**src/rtl/andor_share_arb.sv**
```systemverilog
// andor_share_arb: round-robin arbiter time-sharing one bitwise (a & b) | c datapath among NREQ requesters.
// Define ANDOR_SHARE_ARB_STATS_EN to add txn_count, a saturating count of completed transactions.
module andor_share_arb #(
  parameter int NREQ  = 4,
  parameter int WIDTH = 1,
  localparam int IDW  = $clog2(NREQ)
) (
  input  logic                  clk,
  input  logic                  rst,
  input  logic [NREQ-1:0]       req,
  input  logic [NREQ*WIDTH-1:0] a_in,
  input  logic [NREQ*WIDTH-1:0] b_in,
  input  logic [NREQ*WIDTH-1:0] c_in,
  output logic [NREQ-1:0]       gnt,
  output logic                  busy,
  output logic [WIDTH-1:0]      y_out,
  output logic                  y_valid,
  output logic [IDW-1:0]        y_id
`ifdef ANDOR_SHARE_ARB_STATS_EN
  ,
  output logic [15:0]           txn_count
`endif
);

  // state | meaning
  // IDLE  | waiting for any req; arbitrates and latches the winner's operands
  // EVAL  | gnt visible; evaluates the latched operands into y_out
  // HOLD  | y_valid visible; returns to IDLE
  typedef enum logic [1:0] {IDLE, EVAL, HOLD} state_t;

  state_t               state_q, state_d;
  logic [IDW-1:0]       ptr_q, ptr_d;
  logic [NREQ-1:0]      gnt_q, gnt_d;
  logic [WIDTH-1:0]     a_l_q, a_l_d, b_l_q, b_l_d, c_l_q, c_l_d;
  logic [WIDTH-1:0]     y_out_q, y_out_d;
  logic                 y_valid_q, y_valid_d;
  logic [IDW-1:0]       y_id_q, y_id_d;
  logic [IDW-1:0]       win, idx;
  logic                 found;
  logic [WIDTH-1:0]     a_arr [NREQ];
  logic [WIDTH-1:0]     b_arr [NREQ];
  logic [WIDTH-1:0]     c_arr [NREQ];
`ifdef ANDOR_SHARE_ARB_STATS_EN
  logic [15:0]          cnt_q, cnt_d;
`endif

  for (genvar g = 0; g < NREQ; g++) begin : g_unpack
    assign a_arr[g] = a_in[g*WIDTH +: WIDTH];
    assign b_arr[g] = b_in[g*WIDTH +: WIDTH];
    assign c_arr[g] = c_in[g*WIDTH +: WIDTH];
  end

  // Rotating scan starting at ptr; first set bit wins.
  always_comb begin
    win   = '0;
    idx   = '0;
    found = 1'b0;
    for (int i = 0; i < NREQ; i++) begin
      idx = IDW'((int'(ptr_q) + i) % NREQ);
      if (!found && req[idx]) begin
        found = 1'b1;
        win   = idx;
      end
    end
  end

  always_comb begin
    state_d   = state_q;
    ptr_d     = ptr_q;
    gnt_d     = gnt_q;
    a_l_d     = a_l_q;
    b_l_d     = b_l_q;
    c_l_d     = c_l_q;
    y_out_d   = y_out_q;
    y_valid_d = y_valid_q;
    y_id_d    = y_id_q;
    case (state_q)
      IDLE: begin
        if (found) begin
          gnt_d   = NREQ'(1) << win;
          a_l_d   = a_arr[win];
          b_l_d   = b_arr[win];
          c_l_d   = c_arr[win];
          y_id_d  = win;
          ptr_d   = IDW'((int'(win) + 1) % NREQ);
          state_d = EVAL;
        end
      end
      EVAL: begin
        y_out_d   = (a_l_q & b_l_q) | c_l_q;
        y_valid_d = 1'b1;
        gnt_d     = '0;
        state_d   = HOLD;
      end
      HOLD: begin
        y_valid_d = 1'b0;
        state_d   = IDLE;
      end
      default: state_d = IDLE;
    endcase
  end

`ifdef ANDOR_SHARE_ARB_STATS_EN
  always_comb begin
    cnt_d = cnt_q;
    if (state_q == EVAL && cnt_q != 16'hFFFF) cnt_d = cnt_q + 16'd1;
  end
`endif

  always_ff @(posedge clk) begin
    if (rst) begin
      state_q   <= IDLE;
      ptr_q     <= '0;
      gnt_q     <= '0;
      a_l_q     <= '0;
      b_l_q     <= '0;
      c_l_q     <= '0;
      y_out_q   <= '0;
      y_valid_q <= 1'b0;
      y_id_q    <= '0;
`ifdef ANDOR_SHARE_ARB_STATS_EN
      cnt_q     <= '0;
`endif
    end else begin
      state_q   <= state_d;
      ptr_q     <= ptr_d;
      gnt_q     <= gnt_d;
      a_l_q     <= a_l_d;
      b_l_q     <= b_l_d;
      c_l_q     <= c_l_d;
      y_out_q   <= y_out_d;
      y_valid_q <= y_valid_d;
      y_id_q    <= y_id_d;
`ifdef ANDOR_SHARE_ARB_STATS_EN
      cnt_q     <= cnt_d;
`endif
    end
  end

  assign gnt     = gnt_q;
  assign busy    = (state_q != IDLE);
  assign y_out   = y_out_q;
  assign y_valid = y_valid_q;
  assign y_id    = y_id_q;
`ifdef ANDOR_SHARE_ARB_STATS_EN
  assign txn_count = cnt_q;
`endif

endmodule

```
**config.mk**
```make
export PLATFORM = sky130hd
export DESIGN_NAME = andor_share_arb
export DESIGN_NICKNAME = d
export VERILOG_FILES = /design/src/rtl/andor_share_arb.sv
export SDC_FILE = /design/constraint.sdc
export NUM_CORES = 1
export LEC_CHECK = 0
export ABC_AREA = 1
export CORE_MARGIN = 2
export CORE_UTILIZATION = 50
export DETAILED_ROUTE_END_ITERATION = 8
export HOLD_SLACK_MARGIN = 0.03
export PLACE_DENSITY_LB_ADDON = 0.15
export SYNTH_ARGS = -nofsm -noshare
export SYNTH_HDL_FRONTEND = slang
export SYNTH_SLANG_ARGS = --single-unit
```
**constraint.sdc**
```tcl
create_clock -name clk -period 3 [get_ports clk]
set_input_delay 0.6 -clock clk [delete_from_list [all_inputs] [get_ports clk]]
set_output_delay 0.6 -clock clk [all_outputs]
set_load 0.005 [all_outputs]
```
==> Word-level counts from Yosys, hierarchy flattened <==
Index checks and enable logic that the tools add are counted.
{ "totals": {"regBits": 15, "output_inout_bits": 9, "romBits": 0, "n_memories": 0, "inputBits": 18, "ram_bits": 0, "latchBits": 0, "word_cells": 67} }
{ "op_classes": {"order_cmp": 5, "bitwise": 3, "mux": 30, "n_mul": 0, "n_eq_ne": 3, "div_mod_pow": 0, "add_sub_neg": 4, "shifts": 1, "reduce_logical": 12} }
{ "ops": {"columns": ["op", "n"], "rows": [
  ["$bmux 1 s2", 7],
  ["$mux 1", 14],
  ["$lt 2x3->1 const B", 4],
  ["$mux 2", 5],
  ["$pmux 4 s2", 1],
  ["$reduce_bool 2->1", 3],
  ["$add 2x1->2 const B", 2],
  ["$add 2x2->2 const B", 2],
  ["$mux 4", 1],
  ["$pmux 2 s2", 1],
  ["$reduce_and 2->1", 2],
  ["$shl 1x2->4 const A", 1],
  ["$ge 3x3->1 const B", 1],
  ["$logic_and 1x1->1", 3],
  ["$logic_not 1->1", 3],
  ["$not 2->3", 1],
  ["$eq 2x1->1 const B", 1],
  ["$eq 2x2->1 const B", 1],
  ["$logic_not 2->1", 1],
  ["$ne 2x2->1 const B", 1],
  ["$pmux 1 s2", 1],
  ["$and 1x1->1", 1],
  ["$or 1x1->1", 1]
]} }

==> Longest topological paths before layout <==
Gate-level depths: netlist of the first run.
{ "logic_depth": {"ltp_word": 16, "mapped_depth": 15, "ltp_nobuf": 14} }

==> Worst setup path before layout of the first run <==
Ideal clock, no wire load.
{ "synth_path": {"path_type": "input to register", "from": "in req[1]", "to": "reg b_l_q", "t_arrival_ns": 1.646, "cell_stages": 13, "setup_ns": 0.117, "setup_slack_ns": 1.237, "n_path_buf": 1, "required_ns": 2.883, "path_cell_list": "inv_1 -> nand2_1 -> nand3_1 -> nand2_4 -> nor2_8 -> nand3_2 -> nand2_2 -> nand2_4 -> buf_6 -> nand3_1 -> nand3_1 -> nor2_1 -> nor2_1"} }
{ "synth_via": {"elab_chain_cells": 16, "elab_cells_between_ends": 27, "cone_classes": "mux: 19; bitwise: 1; reduce/logical: 7"} }
{ "synth_rtl": {"columns": ["item", "line_no", "source"], "rows": [
  ["from (decl)", "10", "input logic [NREQ-1:0] req,"],
  ["$bmux 1 s2", "60", "if (!found && req[idx]) begin"],
  ["$mux 1 (implied by the code)", "60", null],
  ["$mux 1", "60", null],
  ["$logic_not 1->1", "60", null],
  ["$logic_and 1x1->1", "60", null],
  ["$mux 1", "60", null],
  ["$logic_not 1->1", "60", null],
  ["$logic_and 1x1->1", "60", null],
  ["$mux 1", "60", null],
  ["$logic_not 1->1", "60", null],
  ["$logic_and 1x1->1", "60", null],
  ["$mux 2", "60", null],
  ["$not 2->3 (implied by the code)", "82", "b_l_d = b_arr[win];"],
  ["$bmux 1 s2", "82", null],
  ["$mux 1 (implied by the code) (2 in series)", "82", null],
  ["to (signal assigned)", "129", "b_l_q <= b_l_d;"],
  ["to (decl)", "34", "logic [WIDTH-1:0] a_l_q, a_l_d, b_l_q, b_l_d, c_l_q, c_l_d;"]
]} }
Parallel ways exist; a longest one is shown, timed or not. The select of a mux whose other input is x is not followed.
A chain may end at the register's enable or synchronous reset.

==> Worst setup path in the final report of the first run <==
{ "layout_path": {"from": "reg ptr_q[0]", "to": "reg a_l_q"} }
{ "layout_via": {"elab_chain_cells": 16, "elab_cells_between_ends": 30, "cone_classes": "add/sub: 3; mux: 19; bitwise: 1; reduce/logical: 7"} }
{ "layout_rtl": {"columns": ["item", "line_no", "source"], "rows": [
  ["from (decl)", "32", "logic [IDW-1:0] ptr_q, ptr_d;"],
  ["from (signal assigned)", "126", "ptr_q <= ptr_d;"],
  ["parallel branches: the longest is 16 deep, another holds $add 2x1->2", null, null],
  ["to (signal assigned)", "128", "a_l_q <= a_l_d;"],
  ["to (decl)", "34", null]
]} }
Parallel ways; which one is timed is not known. The select of a mux whose other input is x is not followed.

==> results of run 1 <==
cell families (layout without fill, tap and decap cells):
kind of cell             count (synthesis)  count (layout)  share of synthesized area [%]
buffers and inverters                   22              47                           9.46
flip-flops                              15              15                           26.1
AO/OA/AOI/OAI                           24              24                           11.5
AND/OR/NAND/NOR                        108             108                           48.6
adder cells (fa/ha/maj)                  4               4                           4.35
layout by cell type (no fill, tap or decap), drive strengths merged:
cell type,instances
a31oi,1
clkbuf,4
nor2,16
nand4,2
dfxtp,15
inv,17
or2,1
a21oi,14
o21ai,9
ha,4
nand3,23
nand2,65
nand3b,1
clkdlybuf4s50,26
metal layers:
| metal | GRT usage (%) | up-vias | share of wire (%) |
|---|---|---|---|
| li1 | - | 603 | - |
| met1 | 27.5 | 540 | 45 |
| met2 | 38.2 | 27 | 52 |
| met3 | 1.15 | 2 | 2.4 |
| met4 | 7.02 | 0 | 0.48 |
| met5 | 0 | - | 0 |
layout make-up:
cell class                 count  area share, %
clock buffer                   4           1.84
multi-input combinational    136           51.9
tap                           28           2.45
timing repair buffer          26           18.2
inverter                      17           4.64
sequential                    15           21.0
state kept, by name, summed over array words and instances, names as in the netlist:
register  cells
a_l_q         1
b_l_q         1
c_l_q         1
y_valid       1
ptr_q         2
y_id          2
gnt           4
y_out         1
state_q       2
worst register-to-register path, delay by kind of cell, from the launching register on:
kind,cells,cell delay (ns)
simple gates,13,1.26
flops,1,0.74
buf+inv,1,0.14
cell usage after synthesis, drive strengths merged:
master  instances  share of area [%]
inv            17                5.8
dfxtp          15                 26
nand2          65                 25
a31oi           1               0.54
ha              4                4.3
clkbuf          1               0.33
nand3          23                 12
nand4           2                1.1
or2             1               0.54
nand3b          1                1.7
a21oi          14                6.7
nor2           16                8.2
o21ai           9                4.2
buf             4                3.4
through the flow:
step / power (mW) / cell area, sq um / std cells
final: 1.47 / 1430 / 226
after global routing: 1.61 / 1430 / 226
after CTS: 1.47 / 1430 / 226
after detailed placement: 1.35 / 1400 / 222
after global placement: 1.31 / 1400 / 222
after floorplan: 1.13 / 1150 / 173
power groups by stage:
| stage | sequential [mW] | combinational [mW] | clock (mW) |
|---|---|---|---|
| 2_1_floorplan | 0.318 | 0.814 | 0 |
| 3_3_place_gp | 0.340 | 0.969 | 0 |
| 3_5_place_dp | 0.341 | 1.01 | 0 |
| 4_1_cts | 0.337 | 1.02 | 0.113 |
| 5_1_grt | 0.350 | 1.14 | 0.120 |
| 6_report | 0.338 | 1.02 | 0.110 |
worst max-delay path by stage:
stage / end / cells past startpoint
CTS: a_l_q$_SDFFE_PP0P_ / 14
floorplan: b_l_q$_SDFFE_PP0P_ / 13
detailed placement: c_l_q$_SDFFE_PP0P_ / 14
global route: b_l_q$_SDFFE_PP0P_ / 14
finish: a_l_q$_SDFFE_PP0P_ / 14
global placement: b_l_q$_SDFFE_PP0P_ / 15
==> metrics, run 1 <==
Largest stage delay, worst path 0.74 ns; worst-path fanout max 16; Max IR drop VDD 0.714 mV; H-Tree Depth 1; postcts setup bufs 0; dpl ws 0.599 ns; via count 1,172; CP most frequent cell nand2_1; CP required 3.20 ns; mean area per synthesized cell 6.65 sq um; clock skew 0.00536 ns; multi-input logic area 742 sq um; nets 221; reg2reg setup slack 0.79 ns; max_cap viols 0; drt total wl 2700 microns; register area 300 sq um; share of cells above drive strength 1 16.2%; Clk pwr share 7.5%; GRT Total Usage 21.5%; max frequency 453 MHz; Arrival @ worst endpoint 2.41 ns; final routed DRC violation total 0; Comb pwr share 69.5%; Placeable Area 2190 sq um; Critical Path Source ptr_q[0]$_SDFFE_PP0P_; largest net degree at the start of global routing 17; Distinct cells, synth 26; hold slack 0.477 ns; synthesized cell area 1150 sq um; Initial Util 52.5%; fin util 65.3%; sequential-to-total area share from yosys stat 26.1%; worst relative slew slack 56.7%; critical hold path startpoint gnt[1]$_SDFFE_PP0P_; drt pass-1 iters 4; pwr/cell area 1030 nW/um^2; vias in the first global route 1,099; worst-margin pin slew 0.648 ns; CTS resizes 0; io pins 27; Die W 52.0 microns; FP Rows 17; startpoint types flip-flop; global route total overflow 0; Final min period 2.21 ns; die height 52.0 microns; #FFs+latches synth 15; critical path cell sequence inv_4, nand2_1, nand2_1, nand2_1, nand2_4, nor2_8, nand3_2, nand2_2, nand2_4, nor2_2, nand2_1, nand2_1, nor2_1, nor2_1; crit path kind reg -> reg; Final period util 73.6%; Worst Hold Class reg -> reg; FF-to-FF End a_l_q$_SDFFE_PP0P_; RSZ-0062 raised after global routing no; clock buffer depth 2; Leak 0.671 nW; buffers and inverters on the worst path 1; Syn Nets 195; CTS sink cnt 15; Finish-stage setup viols 0; sequential power share 23.0%; CTS tree built; Ys Warns 0; CP max-delay cell dfxtp_1; cells after synthesis 173; R2R Path Start ptr_q[0]$_SDFFE_PP0P_; switching pwr 0.762 mW; Clk Tree Root Cell clkbuf_4; first-pass GRT wire length 4520 microns; Die Area 2700 sq um; hold_buf cts 0; Critical Path Sink Type flip-flop; dpl hpwl 2140 microns; Layout area overhead 24.2%; cell family with most CP delay simple AND/OR/NAND/NOR gates; clock buffer count from CTS 3; internal power 0.709 mW; diodes inserted 0; Fin Setup TNS 0 ns; Max Slew Vio Count 0; outcome finished, final reports clean; initial DRC count 32; initial antenna violation count 0; hold path cells 2; Reg2Reg Depth 14; Routability Congestion 0.806; clk slew on worst S/H paths 0.09 ns; ANT nets after route 0; Fillers 196; # port buffers 26; worst skew pair latency 0.27 ns; Switching Fraction 51.8%; WHS Endpoint gnt[1]$_SDFFE_PP0P_; wire per inst 11.9 microns; Final Hold Viols 0; routed vias/inst 5.19; final setup margin 0.791 ns
(Power assumes the default switching activity.)
==> inputs of run 2 (changes only) <==
--- a/config.mk
+++ b/config.mk
@@ -7,7 +7,7 @@
 export LEC_CHECK = 0
 export ABC_AREA = 1
 export CORE_MARGIN = 2
-export CORE_UTILIZATION = 50
+export CORE_UTILIZATION = 49
 export DETAILED_ROUTE_END_ITERATION = 8
 export HOLD_SLACK_MARGIN = 0.03
 export PLACE_DENSITY_LB_ADDON = 0.15
==> constraint.sdc (replaced) <==
create_clock -name clk -period 2.2 [get_ports clk]
set_input_delay 0.44 -clock clk [delete_from_list [all_inputs] [get_ports clk]]
set_output_delay 0.44 -clock clk [all_outputs]
set_load 0.005 [all_outputs]
==> metrics, run 2 (synthesis results as in run 1) <==
GRT Total Usage 20.7% (-0.78 points); CP required 1.76 ns (-1.44 ns); worst skew pair latency 0.28 ns (about the same); worst relative slew slack 83.8% (+27 points); # port buffers 26 (unchanged); initial DRC count 31 (-3.1%); final setup margin 0.149 ns (-0.642 ns); Worst Hold Class reg -> reg; CTS tree built; Placeable Area 2210 sq um (+0.97%); FP Rows 17 (unchanged); nets 224 (+1.4%); CTS sink cnt 15 (unchanged); worst-path fanout max 4 (-12); Arrival @ worst endpoint 1.61 ns (-0.80 ns); share of cells above drive strength 1 17.9% (+1.7 points); Leak 0.687 nW (+2.3%); diodes inserted 0 (unchanged); Final Hold Viols 0 (unchanged); Critical Path Sink Type output pin; Max IR drop VDD 0.841 mV (+18%); H-Tree Depth 1 (unchanged); Layout area overhead 26.3%; global route total overflow 0 (unchanged); Tot Pwr 2.00 mW (+36%); max frequency 487 MHz; pwr/cell area 1380 nW/um^2 (+34%); vias in the first global route 1,079 (-1.8%); drt pass-1 iters 4 (unchanged); max_cap viols 0 (unchanged); Clk Tree Root Cell clkbuf_4; ANT nets after route 0 (unchanged); crit path kind reg -> out; clock skew 0.00119 ns (-0.00417 ns); commonest cells after routing, fill and taps aside 54 x nand2_1, 26 x clkdlybuf4s50_1, 19 x nand3_1; final routed DRC violation total 0 (unchanged); wire per inst 11.1 microns (-7.3%); Routability Congestion 0.756 (-6.2%); largest net degree at the start of global routing 14 (-3); drt total wl 2530 microns (-6.1%); hold slack 0.470 ns (-0.00684 ns); Cells after DPL 225 (+1.4%); via count 1,176 (+0.34%); die height 52.5 microns (+0.94%); dpl hpwl 2020 microns (-6.0%); Finish-stage setup viols 0 (unchanged); worst-margin pin slew 0.243 ns (-0.405 ns); first-pass GRT wire length 4390 microns (-2.9%); post-route insts no fill 229 (+1.3%); most common cell after layout, fill and taps aside nand2_1; initial antenna violation count 0 (unchanged); RSZ-0062 raised after global routing no; Max Slew Vio Count 0 (unchanged); clock buffer depth 2 (unchanged); Final period util 93.2%; io pins 27 (unchanged); clock buffer count from CTS 3 (unchanged); postcts setup bufs 0 (unchanged); Initial Util 52.0% (-0.51 points); Final min period 2.05 ns; outcome finished, final reports clean; clk slew on worst S/H paths 0.09 ns (about the same); number of flip-flops in the largest register 4 (unchanged); routed vias/inst 5.14 (-0.97%); Die Area 2750 sq um (+1.9%); startpoint types flip-flop; Die W 52.5 microns (+0.94%); dpl ws -0.0431 ns (-0.643 ns)
run 2: changes by cell type in the layout (fill, tap and decap cells not counted), sizes merged:
cell | before | now
buf | 0 | 3
run 2: routing by layer:
metal,vias up,global-route usage (%),share of wire (%)
li1,615,-,-
met1,530,25.5,45
met2,27,37.7,51
met3,4,2.57,2.5
met4,0,5.13,0.99
met5,-,0,0
run 2: final timing paths:
| check | depth (start not counted) | endpoint | slack [ns] | from |
|---|---|---|---|---|
| max | 4 | busy | 0.15 | state_q[0]$_SDFFE_PP0P_ |
| min | 2 | gnt[3]$_SDFFE_PP0P_ | 0.47 | gnt[3]$_SDFFE_PP0P_ |
| max reg2reg | 14 | b_l_q$_SDFFE_PP0P_ | 0.37 | ptr_q[0]$_SDFFE_PP0P_ |
| min reg2reg | 2 | gnt[3]$_SDFFE_PP0P_ | 0.47 | gnt[3]$_SDFFE_PP0P_ |
run 2: layout make-up:
cell class | instances | area (sq um)
multi-input cells | 136 | 742
fillers | 213 | 758
flip-flops and latches | 15 | 302
clock buffers | 4 | 26.3
inverters | 17 | 66.3
well taps | 28 | 35.0
repair buffers | 29 | 283
run 2: report_power, final:
part           switching, mW  leakage, nW  total (mW)  internal (mW)
logic                  0.855        0.548        1.39          0.538
registers             0.0782        0.124       0.455          0.376
clock network         0.0843       0.0150       0.155         0.0703
run 2: what timing repair did:
item,CTS,global route
setup endpoints to repair,0,2
gates resized for setup,0,1
endpoints found under the hold margin,0,0
hold buffers,0,0
run 2: per-stage QoR:
stage                     util (%)  instance area [sq um]  TNS, ns
after global routing          65.7                   1450        0
final                         65.7                   1450        0
after detailed placement      64.5                   1430  -0.0826
after global placement        64.5                   1430        0
after floorplan                  -                   1150        0
after CTS                     65.7                   1450        0
run 2: critical path: stages (launching register included):
cell,delay (ns)
dfxtp_1,0.35
inv_1,0.09
ha_1,0.24
inv_1,0.13
clkdlybuf4s50_1,0.52
==> inputs of run 3 (changes only) <==
==> constraint.sdc (replaced) <==
create_clock -name clk -period 2.1 [get_ports clk]
set_input_delay 0.42 -clock clk [delete_from_list [all_inputs] [get_ports clk]]
set_output_delay 0.42 -clock clk [all_outputs]
set_load 0.005 [all_outputs]
==> metrics, run 3 (synthesis results as in run 1) <==
Max IR drop VDD 1.01 mV (+20%); number of flip-flops in the largest register 4 (unchanged); Finish-stage setup viols 0 (unchanged); FP Rows 17 (unchanged); Die W 52.5 microns (unchanged); H-Tree Depth 1 (unchanged); Cells after DPL 235 (+4.4%); Fin Setup TNS 0 ns (unchanged); final setup margin 0.109 ns (-0.0394 ns); final instance area 1530 sq um (+5.2%); RSZ-0062 raised after global routing no; final routed DRC violation total 0 (unchanged); hold path cells 2 (unchanged); dpl hpwl 2190 microns (+8.5%); CTS sink cnt 15 (unchanged); GRT Total Usage 21.6% (+0.86 points); ANT nets after route 0 (unchanged); Arrival @ worst endpoint 1.57 ns (-0.04 ns); outcome finished, final reports clean; worst skew pair latency 0.27 ns (about the same); Fillers 205 (-3.8%); commonest cells after routing, fill and taps aside 54 x nand2_1, 26 x clkdlybuf4s50_1, 19 x nand3_1; clock buffer depth 2 (unchanged); Max Slew Vio Count 0 (unchanged); CTS tree built; worst relative slew slack 82.8% (-0.97 points); max_cap viols 0 (unchanged); postcts setup bufs 0 (unchanged); Placeable Area 2210 sq um (unchanged); Layout area overhead 32.8%; Leak 0.735 nW (+6.9%); initial DRC count 29 (-6.5%); Critical Path Sink Type output pin; CP required 1.68 ns (-0.08 ns); Reg2Reg Depth 14 (unchanged); diodes inserted 0 (unchanged); Clk Tree Root Cell clkbuf_4; Die Area 2750 sq um (unchanged); drt pass-1 iters 5 (+1); share of cells above drive strength 1 21.8% (+3.9 points); clock skew 0.00397 ns (+0.00278 ns); hold slack 0.472 ns (+0.00187 ns); vias in the first global route 1,141 (+5.7%); dpl ws -0.104 ns (-0.0613 ns); routed vias/inst 5.05 (-1.7%); clk slew on worst S/H paths 0.09 ns (about the same); largest net degree at the start of global routing 13 (-1); crit path kind reg -> out; Worst Hold Class reg -> reg; initial antenna violation count 0 (unchanged); hold_buf cts 0 (unchanged); Final min period 1.99 ns; Final Hold Viols 0 (unchanged); Routability Congestion 0.811 (+7.2%); multi-input logic area 742 sq um (unchanged); max frequency 502 MHz; first-pass GRT wire length 4550 microns (+3.6%); Final period util 94.8%; worst-path fanout max 4 (unchanged); DP Area 1500 sq um (+5.3%); register area 302 sq um (unchanged); # port buffers 26 (unchanged); nets 234 (+4.5%); post-route insts no fill 239 (+4.4%); Initial Util 52.0% (unchanged); startpoint types flip-flop; io pins 27 (unchanged); drt total wl 2760 microns (+9.2%); most common cell after layout, fill and taps aside nand2_1; die height 52.5 microns (unchanged); global route total overflow 0 (unchanged); via count 1,207 (+2.6%); worst-margin pin slew 0.257 ns (+0.0146 ns); wire per inst 11.6 microns (+4.6%); pwr/cell area 1480 nW/um^2 (+7.4%); clock buffer count from CTS 3 (unchanged)
## run 3: per-layer routing
| metal | GRT usage (%) | vias to the layer above | wire (microns) | part of all wire, % |
|---|---|---|---|---|
| li1 | - | 635 | - | - |
| met1 | 25.5 | 552 | 1220 | 44 |
| met2 | 40.2 | 18 | 1460 | 53 |
| met3 | 3.14 | 2 | 64 | 2.3 |
| met4 | 5.13 | 0 | 15 | 0.54 |
| met5 | 0 | - | 0 | 0 |
## run 3: power by group
group / switching (mW) / internal (mW) / leakage, nW
Combinational: 0.936 / 0.685 / 0.595
Sequential: 0.0868 / 0.394 / 0.124
Clock: 0.0851 / 0.0735 / 0.0150
## run 3: layout make-up
| cell class | instances | share of cell area (%) |
|---|---|---|
| clock buffers | 4 | 1.72 |
| well taps | 28 | 2.29 |
| inverters | 17 | 4.34 |
| repair buffers | 39 | 23.4 |
| multi-input cells | 136 | 48.5 |
| flip-flops and latches | 15 | 19.7 |
## run 3: final timing paths
kind | endpoint | startpoint | slack, ns
worst min register to register | gnt[0]$_SDFFE_PP0P_ | gnt[0]$_SDFFE_PP0P_ | 0.47
worst max register to register | a_l_q$_SDFFE_PP0P_ | ptr_q[0]$_SDFFE_PP0P_ | 0.21
worst min-delay path | gnt[0]$_SDFFE_PP0P_ | gnt[0]$_SDFFE_PP0P_ | 0.47
worst max-delay path | busy | state_q[0]$_SDFFE_PP0P_ | 0.11
## run 3: critical path: stages (launching register included)
cell and delay [ns]:
dfxtp_1 0.35, inv_1 0.09, ha_1 0.23, inv_1 0.12, clkdlybuf4s50_1 0.51
## run 3: what timing repair did
action                                  CTS  global route
endpoints found under the hold margin     0             0
endpoints found under the setup margin    0             9
resized for setup                         0             1
## run 3: per-stage QoR
| stage | utilization [%] | power (mW) |
|---|---|---|
| floorplan | - | 1.62 |
| global placement | 67.9 | 2.04 |
| detailed placement | 67.9 | 2.09 |
| CTS | 69.1 | 2.26 |
| global route | 69.1 | 2.45 |
| finish | 69.1 | 2.26 |
